[config.mk]
export PLATFORM = sky130hd
export DESIGN_NAME = count_bcd_display_flat
export DESIGN_NICKNAME = d
export VERILOG_FILES = /design/src/rtl/count_display_pkg.sv /design/src/rtl/count_bcd_display_if.sv /design/src/rtl/count_bcd_display_seg7_decoder.sv /design/src/rtl/count_bcd_display.sv /design/src/flat_wrapper.sv
export SDC_FILE = /design/constraint.sdc
export NUM_CORES = 1
export LEC_CHECK = 0
export BUFFER_PORTS_ARGS = -buffer_cell sky130_fd_sc_hd__buf_4
export CORE_ASPECT_RATIO = 1.4
export CORE_MARGIN = 2
export CORE_UTILIZATION = 56
export DETAILED_ROUTE_END_ITERATION = 7
export PLACE_DENSITY_LB_ADDON = 0.12
export SYNTH_ARGS = -nofsm -noshare
export SYNTH_HDL_FRONTEND = slang
export SYNTH_SLANG_ARGS = --single-unit
[constraint.sdc]
create_clock -name clk -period 5.2 [get_ports clk]
set_input_delay 1.3 -clock clk [delete_from_list [all_inputs] [get_ports clk]]
set_output_delay 1.3 -clock clk [all_outputs]
set_load 0.005 [all_outputs]
[src/rtl/count_display_pkg.sv]
// Shared constants, FSM state type and seven-segment code table for the
// BCD conversion / display block.
package count_display_pkg;

  localparam int BCD_DIGITS  = 5;
  localparam int DISP_DIGITS = 4;

  localparam logic [6:0] SEG_BLANK = 7'h7F;

  typedef enum logic [1:0] {
    IDLE  = 2'd0,
    SHIFT = 2'd1,
    DONE  = 2'd2
  } state_t;

  // Active-low {g,f,e,d,c,b,a} codes for digits 0..9, entry 0 in the low slot.
  localparam logic [9:0][6:0] SEG_TABLE = {
    7'h10, 7'h00, 7'h78, 7'h02, 7'h12,
    7'h19, 7'h30, 7'h24, 7'h79, 7'h40
  };

endpackage

[src/rtl/count_bcd_display_if.sv]
// Conversion request/result bundle between the counter side and the
// BCD converter.
interface count_bcd_display_if #(
  parameter int DATA_W = 16
);
  import count_display_pkg::*;

  logic [DATA_W-1:0]       value;
  logic                    start;
  logic                    busy;
  logic                    done;
  logic [4*BCD_DIGITS-1:0] bcd;
  logic                    ovf;

  modport master (output value, start, input busy, done, bcd, ovf);
  modport slave  (input value, start, output busy, done, bcd, ovf);

endinterface

[src/rtl/count_bcd_display_seg7_decoder.sv]
// Combinational BCD nibble to active-low seven-segment decoder; non-decimal
// codes produce a blank digit.
module seg7_decoder
  import count_display_pkg::*;
(
  input  logic [3:0] i_bcd,
  output logic [6:0] o_seg
);

  always_comb begin
    o_seg = SEG_BLANK;
    if (i_bcd <= 4'd9) o_seg = SEG_TABLE[i_bcd];
  end

endmodule

[src/rtl/count_bcd_display.sv]
// Binary-to-BCD converter (iterative double-dabble) feeding a 4-digit,
// active-low, multiplexed seven-segment display.
module count_bcd_display
  import count_display_pkg::*;
#(
  parameter int DATA_W   = 16,
  parameter int SCAN_DIV = 100000
) (
  input  logic                   clk,
  input  logic                   reset_n,
  count_bcd_display_if.slave     bus,
  input  logic                   blank_lz,
  output logic [DISP_DIGITS-1:0] an,
  output logic [6:0]             seg,
  output logic                   dp
);

  localparam int BCD_W    = 4 * BCD_DIGITS;
  localparam int SR_W     = BCD_W + DATA_W;
  localparam int ITER_W   = $clog2(DATA_W + 1);
  localparam int PRESC_W  = (SCAN_DIV > 2) ? $clog2(SCAN_DIV) : 1;
  localparam int IDX_W    = $clog2(DISP_DIGITS);

  state_t              r_state;
  state_t              w_state_next;
  logic [SR_W-1:0]     r_sr;
  logic [SR_W-1:0]     w_sr_adj;
  logic [SR_W-1:0]     w_sr_next;
  logic [ITER_W-1:0]   r_iter;
  logic                w_last_iter;
  logic [BCD_W-1:0]    r_bcd;
  logic                r_ovf;
  logic [PRESC_W-1:0]  r_presc;
  logic [IDX_W-1:0]    r_idx;
  logic [3:0]          w_digit;
  logic                w_lz;
  logic [6:0]          w_seg_dec;
  logic [DISP_DIGITS-1:0] r_an;
  logic [6:0]          r_seg;

  assign w_last_iter = (r_iter == ITER_W'(DATA_W - 1));

  // NOTE: state is written with <= in always_ff so every register samples
  // the pre-edge values; reset is asynchronous and active-low.
  always_ff @(posedge clk or negedge reset_n) begin
    if (!reset_n) r_state <= IDLE;
    else          r_state <= w_state_next;
  end

  // NOTE: every always_comb output gets a default first so no latch is inferred.
  always_comb begin
    w_state_next = r_state;
    bus.busy     = 1'b0;
    bus.done     = 1'b0;
    case (r_state)
      IDLE:    if (bus.start) w_state_next = SHIFT;
      SHIFT: begin
        bus.busy = 1'b1;
        if (w_last_iter) w_state_next = DONE;
      end
      DONE: begin
        bus.done     = 1'b1;
        w_state_next = IDLE;
      end
      default: w_state_next = IDLE;
    endcase
  end

  // Double-dabble step: +3 on each BCD column >= 5, then shift left by one.
  always_comb begin
    w_sr_adj = r_sr;
    for (int d = 0; d < BCD_DIGITS; d++) begin
      if (r_sr[DATA_W + 4*d +: 4] >= 4'd5)
        w_sr_adj[DATA_W + 4*d +: 4] = r_sr[DATA_W + 4*d +: 4] + 4'd3;
    end
    w_sr_next = {w_sr_adj[SR_W-2:0], 1'b0};
  end

  // Result registers load on the edge that enters DONE so bcd and done
  // become valid together and the display never sees partial values.
  always_ff @(posedge clk or negedge reset_n) begin
    if (!reset_n) begin
      r_sr   <= '0;
      r_iter <= '0;
      r_bcd  <= '0;
      r_ovf  <= 1'b0;
    end else begin
      case (r_state)
        IDLE: if (bus.start) begin
          r_sr   <= {{BCD_W{1'b0}}, bus.value};
          r_iter <= '0;
        end
        SHIFT: begin
          r_sr   <= w_sr_next;
          r_iter <= r_iter + ITER_W'(1);
          if (w_last_iter) begin
            r_bcd <= w_sr_next[SR_W-1 -: BCD_W];
            r_ovf <= (w_sr_next[SR_W-1 -: 4] != 4'd0);
          end
        end
        default: ;
      endcase
    end
  end

  assign bus.bcd = r_bcd;
  assign bus.ovf = r_ovf;

  // Digit select and leading-zero detection over the displayed digits 3..1.
  always_comb begin
    w_digit = r_bcd[3:0];
    w_lz    = 1'b0;
    case (r_idx)
      2'd1: begin w_digit = r_bcd[7:4];   w_lz = (r_bcd[15:4]  == '0); end
      2'd2: begin w_digit = r_bcd[11:8];  w_lz = (r_bcd[15:8]  == '0); end
      2'd3: begin w_digit = r_bcd[15:12]; w_lz = (r_bcd[15:12] == '0); end
      default: ;
    endcase
  end

  seg7_decoder u_dec (
    .i_bcd (w_digit),
    .o_seg (w_seg_dec)
  );

  always_ff @(posedge clk or negedge reset_n) begin
    if (!reset_n) begin
      r_presc <= '0;
      r_idx   <= '0;
      r_an    <= '1;
      r_seg   <= SEG_BLANK;
    end else begin
      if (r_presc == PRESC_W'(SCAN_DIV - 1)) begin
        r_presc <= '0;
        r_idx   <= r_idx + IDX_W'(1);
      end else begin
        r_presc <= r_presc + PRESC_W'(1);
      end
      r_an  <= ~(DISP_DIGITS'(1) << r_idx);
      r_seg <= (blank_lz && w_lz) ? SEG_BLANK : w_seg_dec;
    end
  end

  assign an  = r_an;
  assign seg = r_seg;
  assign dp  = 1'b1;

endmodule
[src/flat_wrapper.sv]
// flat-port wrapper written by rule: the top's interface ports become plain ports
module count_bcd_display_flat import count_display_pkg::*;
#(
  parameter int DATA_W   = 16,
  parameter int SCAN_DIV = 100000
)
  (clk, reset_n, blank_lz, an, seg, dp, bus_value, bus_start, bus_busy, bus_done, bus_bcd, bus_ovf);
  count_bcd_display_if #(.DATA_W(DATA_W)) bus_i ();
  input  logic clk;
  input  logic reset_n;
  input  logic blank_lz;
  output logic [DISP_DIGITS-1:0] an;
  output logic [6:0] seg;
  output logic dp;
  input wire logic [$bits(bus_i.value)-1:0] bus_value;
  input wire logic [$bits(bus_i.start)-1:0] bus_start;
  output wire logic [$bits(bus_i.busy)-1:0] bus_busy;
  output wire logic [$bits(bus_i.done)-1:0] bus_done;
  output wire logic [$bits(bus_i.bcd)-1:0] bus_bcd;
  output wire logic [$bits(bus_i.ovf)-1:0] bus_ovf;
  assign bus_i.value = bus_value;
  assign bus_i.start = bus_start;
  assign bus_busy = bus_i.busy;
  assign bus_done = bus_i.done;
  assign bus_bcd = bus_i.bcd;
  assign bus_ovf = bus_i.ovf;
  count_bcd_display #(.DATA_W(DATA_W), .SCAN_DIV(SCAN_DIV)) u_core (.clk(clk), .reset_n(reset_n), .bus(bus_i), .blank_lz(blank_lz), .an(an), .seg(seg), .dp(dp));
endmodule
==> results of run 1 <==
[layer usage]
| metal | vias up | global-route usage [%] | wire [microns] |
|---|---|---|---|
| met2 | 59 | 38.4 | 4840 |
| met3 | 9 | 5.70 | 317 |
| li1 | 1684 | - | - |
| met1 | 1709 | 26.9 | 4010 |
| met5 | - | 0 | 0 |
| met4 | 0 | 7.91 | 104 |
[cell families after synthesis]
group	count (synthesis)	synth area share, %
AO/OA/AOI/OAI	104	14.2
XOR/XNOR	23	4.42
adder cells (fa/ha/maj)	25	6.86
buffers and inverters	40	3.57
flip-flops	94	51.9
multiplexers	8	1.95
other	1	0.0823
AND/OR/NAND/NOR	158	17.0
[critical path: cells and delay by family (launching register included)]
family                 cells  cell delay (ns)
flip-flops                 1             0.44
AND/OR/NAND/NOR            1             0.19
buffers and inverters      2             0.51
[cell usage after synthesis, types with 2 or more instances]
cell type	number	share of area [%]
a22o_1	3	0.58
nor3b_1	2	0.33
a21o_1	5	0.82
mux2_2	5	1.2
dfrtp_1	83	46
nor4_1	2	0.27
nand2b_1	6	0.82
nor2_1	19	1.6
inv_2	2	0.16
nand2_1	75	6.2
a22oi_1	16	2.6
xnor2_1	14	2.7
and3_1	5	0.69
xor2_1	9	1.7
nor3_1	13	1.4
clkbuf_1	6	0.49
nor4bb_1	2	0.44
nand3_1	9	0.99
o21ai_1	34	3.7
a31oi_1	2	0.27
nor3b_2	2	0.55
inv_1	21	1.7
buf_2	7	0.77
dfstp_2	11	6.3
mux2_1	2	0.49
o21ai_0	2	0.22
a21oi_1	18	2.0
ha_1	25	6.9
and4_1	4	0.77
o22ai_1	13	1.8
nor2b_1	5	0.69
a222oi_1	3	0.66
o31ai_1	2	0.33
buf_1	3	0.25
nand4_1	6	0.82
[layout by cell type, fill, tap and decap left out, drive strengths merged, types with 2 or more instances in the layout]
cell type / instances
buf: 56
dfstp: 11
nand4: 6
a21oi: 19
nor3b: 4
clkinv: 2
nand2b: 6
o31ai: 2
a22oi: 16
a21o: 6
clkinvlp: 2
and4: 5
nor2b: 5
a22o: 3
ha: 25
o21ai: 36
nand2: 75
a222oi: 3
nor4: 2
and3: 5
nor2: 21
xnor2: 14
o22ai: 13
nand3: 9
xor2: 9
inv: 23
dfrtp: 83
nor4bb: 2
nor3: 13
a31oi: 2
clkbuf: 12
mux2: 7
[path summary, 6_finish.rpt]
path	start	endpoint	cells past startpoint
worst min-delay path	u_core.r_sr[6]	u_core.r_sr[6]	2
worst max register to register	u_core.r_iter[0]	u_core.bus.ovf	7
worst min register to register	u_core.r_sr[6]	u_core.r_sr[6]	2
max in group asynchronous	reset_n	u_core.an[3]	2
min in group asynchronous	reset_n	u_core.r_sr[25]	1
worst max-delay path	u_core.r_state[1]	bus_busy	3
[power by group]
group / internal (mW) / total [mW] / switching [mW] / leakage [nW]
sequential: 0.985 / 1.19 / 0.200 / 1.19
combinational: 0.513 / 1.14 / 0.626 / 1.20
clock: 0.202 / 0.463 / 0.261 / 0.0888
total: 1.70 / 2.79 / 1.09 / 2.47
[sequential cells by signal, summed over array words and instances (netlist names)]
name,flops
u_core.an,4
u_core.r_presc,17
u_core.bus.bcd,20
u_core.seg,7
u_core.r_state,2
u_core.r_iter,5
u_core.r_idx,2
u_core.bus.ovf,1
u_core.r_sr,36
[through the flow]
| step | cells | util, % | worst slack [ns] |
|---|---|---|---|
| floorplan | 453 | - | 2.90 |
| global placement | 592 | 64.1 | 2.52 |
| detailed placement | 592 | 64.1 | 2.49 |
| CTS | 608 | 66.5 | 2.38 |
| global route | 608 | 66.5 | 2.30 |
| finish | 608 | 66.5 | 2.39 |
[layout make-up]
cell class	count	share of cell area [%]
repair buffers	56	8.05
multi-input cells	319	39.0
clock buffers	12	2.97
clock inverters	4	0.623
inverters	23	1.65
flip-flops and latches	94	45.3
well taps	100	2.40
==> out/results.tsv, run 1 <==
stage	metric	value	unit
outcome	outcome	complete, no violations	
clock_tree	cts-root-buf	clkbuf_8	
logic_synthesis	syn_area	4560	sq um
worst_setup_path	ff2ff_setup_slack	2.72	ns
floorplan	start_util	58.1	%
layout	area_delta_synth_final	14.6	%
timing	rsz0062_at_grt	false	
drt	vias	3461	
grt	grt_use_total	22.4	%
clock_tree	clockBufferDepth	2	
floorplan	num_rows	38	
worst_setup_path	slowest_stage	dfrtp_1	
timing	period_share	54.0	%
place	placed_area	5030	sq um
timing	fin_skew	0.0143	ns
timing	tns	0	ns
logic_synthesis	synth_flop_cell	dfrtp_1	
floorplan	die_h	111	microns
worst_setup_path	critPathMaxStageDelay	0.44	ns
timing	slew_viol_final	0	
layout	final_area	5220	sq um
clock_tree	cts_tree	done	
logic_synthesis	synth_area_per_cell	10.1	sq um
worst_setup_path	crit_path_max_fanout	23	
timing	fin_hold_ws	0.486	ns
grt	grt_max_degree	56	
clock_tree	cts_made_buffers	9	
grt	grt_pass1_vias	3475	
clock_tree	cts_hold_buf	0	
place	gp_congestion	0.837	
layout	diodes	0	
timing	fmax	0.356	GHz
grt	grt_pass1_wl	15.7	mm
layout	ff_latch_area	2370	sq um
timing	period_minus_slack	2.81	ns
clock_tree	cts_resized	0	
timing	setup_viol	0	
drt	dr.pass1.iters	4	
logic_synthesis	ys_types	52	
drt	drc	0	
min_path	min_path_type	register to register	
power	power_density	534	nW/um^2
logic_synthesis	yosys_warnings	0	
worst_setup_path	critPathRequiredTime	3.90	ns
place	portBuffers	53	
logic_synthesis	netlist_instances	453	
logic_synthesis	synth_nets	498	
drt	vias_per_cell	5.69	
power	p_leak	2.47	nW
power	peakVddDrop	0.000362	V
logic_synthesis	synth_edf_count	0	
layout	fill_cells	640	
logic_synthesis	async_flop_share	100	%
layout	layout-drive-gt1-share	19.3	%
drt	drt-total-wl	9.27	mm
floorplan	io-pin-count	55	
logic_synthesis	ys_seq_area_share	51.9	%
clock_tree	clk_pin_slew	0.09	ns
layout	multiInputGateArea	2030	sq um
worst_setup_path	worstPathCellList	nand2b_1 > inv_2 > buf_4	
worst_setup_path	cp.arrival	1.51	ns
timing	hold_viol_final	0	
power	total_power	2.79	mW
grt	antenna_found_initial	0	
worst_setup_path	critPathKind	register to output port	
clock_tree	post_cts_buffers	0	
drt	antenna_left	0	
place	dpl.hpwl	6.51	mm
grt	overflow	0	
clock_tree	insertion_delay	0.37	ns
worst_setup_path	start_kind	register	
floorplan	die_area	8890	sq um
clock_tree	htree_levels	3	
drt	drt_iter0_markers	165	
floorplan	core	7850	sq um
logic_synthesis	synth-seq-cells	94	
clock_tree	clkSinkCount	94	
timing	max_slew_margin	30.1	%
layout	nets	548	
floorplan	die_x	80.2	microns
run	cap_violations	0	
timing	tightestPinTransition	1.05	ns
drt	wire_per_inst	15.2	microns
worst_setup_path	cp-end-kind	output port	
Note: power is estimated with default switching activity, not from simulation.
==> run 2: changes to the inputs <==
==> constraint.sdc (replaced) <==
create_clock -name clk -period 2.6 [get_ports clk]
set_input_delay 0.65 -clock clk [delete_from_list [all_inputs] [get_ports clk]]
set_output_delay 0.65 -clock clk [all_outputs]
set_load 0.005 [all_outputs]
==> out/results.tsv, run 2 (same netlist as run 1, synthesis figures left out) <==
stage	metric	value	unit
clock_tree	cts_tree	done	
clock_tree	insertion_delay	0.37	ns
clock_tree	cts-root-buf	clkbuf_8	
worst_setup_path	path_buf_inv	2	
worst_setup_path	critPathMaxStageDelay	0.40	ns
floorplan	num_rows	38	
worst_setup_path	cp-end-kind	register	
power	p_leak	2.50	nW
drt	drt_iter0_markers	165	
worst_setup_path	critPathKind	register to register	
drt	vias	3435	
clock_tree	clockBufferDepth	2	
grt	grt_pass1_wl	15.9	mm
place	dpl.hpwl	6.71	mm
worst_setup_path	critPathRequiredTime	2.88	ns
timing	setup_viol	0	
timing	tns	0	ns
floorplan	core	7850	sq um
layout	largest-register	u_core.r_sr	
timing	fmax	0.428	GHz
worst_setup_path	cp.arrival	2.62	ns
worst_setup_path	start_kind	register	
clock_tree	htree_levels	3	
power	total_power	5.51	mW
timing	rsz0062_at_grt	false	
timing	tightestPinTransition	0.650	ns
clock_tree	post_cts_buffers	0	
grt	grt_use_total	22.6	%
grt	grt_pass1_vias	3451	
grt	overflow	0	
worst_setup_path	critPathTopFamily	compound AO/OA/AOI/OAI gates	
power	peakVddDrop	0.000614	V
timing	period_minus_slack	2.34	ns
floorplan	die_x	80.2	microns
floorplan	die_area	8890	sq um
worst_setup_path	crit_path_max_fanout	6	
drt	wire_per_inst	15.1	microns
layout	largest_reg_flops	36	
floorplan	io-pin-count	55	
grt	grt_max_degree	53	
worst_setup_path	slowest_stage	dfrtp_1	
timing	hold_viol_final	0	
place	portBuffers	53	
drt	drc	0	
layout	fill_cells	689	
place	gp_congestion	0.890	
layout	layout-drive-gt1-share	19.7	%
layout	nets	554	
grt	antenna_found_initial	0	
power	power_density	1050	nW/um^2
layout	area_delta_synth_final	15.1	%
drt	vias_per_cell	5.61	
floorplan	start_util	58.1	%
layout	final_common_cell	dfrtp_1	
clock_tree	clkSinkCount	94	
layout	diodes	0	
timing	max_slew_margin	56.6	%
timing	slew_viol_final	0	
timing	fin_skew	0.00815	ns
drt	antenna_left	0	
layout	final_cell_mix	dfrtp_1, nand2_1, buf_4	
outcome	outcome	complete, no violations	
floorplan	die_h	111	microns
clock_tree	cts_hold_buf	0	
worst_setup_path	worstPathCellList	inv_1 > ha_1 > a222oi_1 > a21o_1 > inv_1 > ha_1 > nor2_1 > nor3_1 > o31ai_1	
drt	dr.pass1.iters	6	
clock_tree	cts_made_buffers	9	
min_path	min_path_type	input port to asynchronous set/reset pin	
run	cap_violations	0	
clock_tree	cts_resized	0	
drt	drt-total-wl	9.25	mm
timing	period_share	89.9	%
timing	fin_hold_ws	0.170	ns
clock_tree	clk_pin_slew	0.08	ns
[run 2: cell types whose count changed in the layout (fill, tap and decap cells not counted)]
| cell | previous run | this run |
|---|---|---|
| clkinvlp_4 | 2 | 0 |
| clkinv_2 | 0 | 2 |
| clkbuf_1 | 1 | 2 |
| clkinv_4 | 2 | 0 |
| buf_12 | 0 | 1 |
| buf_4 | 56 | 61 |
| clkbuf_8 | 11 | 10 |
[run 2: worst paths after layout]
kind / start / slack [ns] / cells after the start / end
setup reg to reg: u_core.r_idx[0] / 0.26 / 9 / u_core.seg[6]
setup / recovery: u_core.r_idx[0] / 0.26 / 9 / u_core.seg[6]
min in group clk: u_core.r_iter[3] / 0.48 / 1 / u_core.r_iter[3]
max in group asynchronous: reset_n / 1.82 / 2 / u_core.an[0]
hold reg to reg: u_core.r_iter[3] / 0.48 / 1 / u_core.r_iter[3]
hold / removal: reset_n / 0.17 / 1 / u_core.bus.bcd[9]
[run 2: cell type report]
class	count	area (sq um)	share of cell area, %
sequential	94	2370	45.1
tap	100	125	2.39
timing repair buffer	62	478	9.11
clock inverter	2	10.0	0.191
inverter	23	86.3	1.65
clock buffer	12	145	2.77
multi-input combinational	319	2030	38.8
[run 2: routing by layer]
layer / vias to the layer above / track usage [%] / wire length (microns)
li1: 1685 / - / -
met1: 1672 / 28.0 / 3940
met2: 64 / 39.0 / 4840
met3: 14 / 2.44 / 263
met4: 0 / 10.5 / 206
met5: - / 0 / 0
[run 2: stage by stage]
step,setup WS (ns),utilization [%],cell area [sq um],cells
after floorplan,0.547,-,4560,453
after CTS,0.283,66.9,5250,612
after detailed placement,0.343,64.9,5090,598
final,0.263,66.9,5250,612
after global placement,0.424,64.9,5090,598
after global routing,0.0717,66.9,5250,612
[run 2: where the power goes]
group / total, mW / switching [mW] / internal [mW] / leakage [nW]
Sequential: 2.36 / 0.391 / 1.97 / 1.19
Clock: 0.840 / 0.479 / 0.361 / 0.0821
Combinational: 2.31 / 1.25 / 1.06 / 1.23
==> run 3: changes to the inputs <==
--- a/config.mk
+++ b/config.mk
@@ -5,11 +5,11 @@
 export SDC_FILE = /design/constraint.sdc
 export NUM_CORES = 1
 export LEC_CHECK = 0
-export BUFFER_PORTS_ARGS = -buffer_cell sky130_fd_sc_hd__buf_4
-export CORE_ASPECT_RATIO = 1.4
 export CORE_MARGIN = 2
 export CORE_UTILIZATION = 56
+export CTS_CLUSTER_DIAMETER = 40
 export DETAILED_ROUTE_END_ITERATION = 7
+export DONT_BUFFER_PORTS = 1
 export PLACE_DENSITY_LB_ADDON = 0.12
 export SYNTH_ARGS = -nofsm -noshare
 export SYNTH_HDL_FRONTEND = slang
==> out/results.tsv, run 3 (same netlist as run 1, synthesis figures left out) <==
stage	metric	value	unit
drt	wire_per_inst	16.0	microns
layout	layout-drive-gt1-share	10.0	%
drt	antenna_left	0	
floorplan	num_rows	32	
layout	final_area	4870	sq um
clock_tree	cts-root-buf	clkbuf_8	
place	gp_congestion	0.817	
worst_setup_path	path_buf_inv	2	
worst_setup_path	critPathRequiredTime	2.86	ns
drt	drt-total-wl	8.97	mm
power	power_density	1100	nW/um^2
layout	largest_reg_flops	36	
clock_tree	post_cts_buffers	0	
drt	drc	0	
worst_setup_path	cp-end-kind	register	
worst_setup_path	critPathTopFamily	compound AO/OA/AOI/OAI gates	
clock_tree	insertion_delay	0.35	ns
drt	vias	3228	
place	dpl.hpwl	6.22	mm
timing	fmax	0.433	GHz
layout	largest-register	u_core.r_sr	
worst_setup_path	worstPathCellList	inv_1 > ha_1 > a222oi_1 > a21o_1 > inv_1 > ha_1 > nor2_1 > nor3_1 > o31ai_1	
drt	dr.pass1.iters	5	
power	total_power	5.35	mW
timing	period_share	88.9	%
grt	antenna_found_initial	0	
floorplan	die_x	94.2	microns
grt	grt_pass1_wl	15.2	mm
timing	rsz0062_at_grt	false	
clock_tree	clockBufferDepth	2	
worst_setup_path	start_kind	register	
timing	period_minus_slack	2.31	ns
place	placed_area	4650	sq um
floorplan	start_util	58.4	%
drt	vias_per_cell	5.76	
worst_setup_path	cp.arrival	2.58	ns
timing	fin_skew	0.0135	ns
run	cap_violations	0	
timing	slew_viol_final	0	
layout	area_delta_synth_final	6.92	%
clock_tree	clkSinkCount	94	
worst_setup_path	critPathKind	register to register	
layout	diodes	0	
floorplan	core	7810	sq um
grt	grt_use_total	21.8	%
layout	final_cell_mix	dfrtp_1, nand2_1, o21ai_1	
timing	max_slew_margin	29.0	%
clock_tree	cts_resized	0	
layout	final_common_cell	dfrtp_1	
power	peakVddDrop	0.000548	V
worst_setup_path	slowest_stage	dfrtp_1	
grt	overflow	0	
layout	nets	498	
timing	tightestPinTransition	1.06	ns
drt	drt_iter0_markers	119	
clock_tree	htree_levels	3	
timing	hold_viol_final	0	
floorplan	io-pin-count	55	
min_path	min_path_type	input port to asynchronous set/reset pin	
worst_setup_path	critPathMaxStageDelay	0.38	ns
place	portBuffers	0	
clock_tree	cts_tree	done	
clock_tree	cts_hold_buf	1	
timing	tns	0	ns
floorplan	die_h	94.2	microns
clock_tree	cts_made_buffers	9	
power	p_leak	2.24	nW
grt	grt_max_degree	84	
worst_setup_path	crit_path_max_fanout	6	
outcome	outcome	complete, no violations	
grt	grt_pass1_vias	3221	
timing	setup_viol	0	
clock_tree	clk_pin_slew	0.09	ns
floorplan	die_area	8870	sq um
## run 3: cell types whose count changed in the layout (fill, tap and decap cells not counted)
cell,before,now
buf_12,1,0
clkinv_2,2,1
clkinv_4,0,1
bufinv_16,0,1
clkbuf_1,2,3
buf_16,0,1
buf_4,61,5
## run 3: area by class of cell
type | instances | area [sq um]
Clock inverter | 3 | 43.8
Multi-Input combinational cell | 319 | 2030
Timing Repair Buffer | 6 | 65.1
Sequential cell | 94 | 2370
Inverter | 23 | 86.3
Tap cell | 102 | 128
Fill cell | 663 | 2940
Clock buffer | 13 | 149
## run 3: through the flow
step	setup slack [ns]	cells	hold WS (ns)	util, %
floorplan	0.547	453	0.354	-
global placement	0.412	543	0.358	59.6
detailed placement	0.353	543	0.358	59.6
CTS	0.310	560	0.121	62.4
global route	0.0911	560	0.108	62.4
finish	0.289	560	0.132	62.4
## run 3: layer usage
metal	vias up	GRT usage (%)	share of wire, %
li1	1582	-	-
met1	1591	28.5	46
met2	48	36.1	50
met3	7	4.41	3.6
met4	0	7.85	0.88
met5	-	0	0
## run 3: where the power goes
part,internal [mW],total [mW],switching (mW)
combinational,0.822,1.99,1.17
sequential,1.97,2.40,0.428
clock,0.473,0.954,0.481
total,3.27,5.35,2.08
## run 3: path summary, 6_finish.rpt
kind	from	to	slack [ns]	cells past startpoint
worst max register to register	u_core.r_idx[0]	u_core.seg[6]	0.29	9
worst max-delay path	u_core.r_idx[0]	u_core.seg[6]	0.29	9
worst min register to register	u_core.r_iter[3]	u_core.r_iter[3]	0.48	1
min in group clk	bus_value[13]	u_core.r_sr[13]	0.43	2
worst min-delay path	reset_n	u_core.an[1]	0.13	0
max in group asynchronous	reset_n	u_core.r_sr[23]	2.07	1
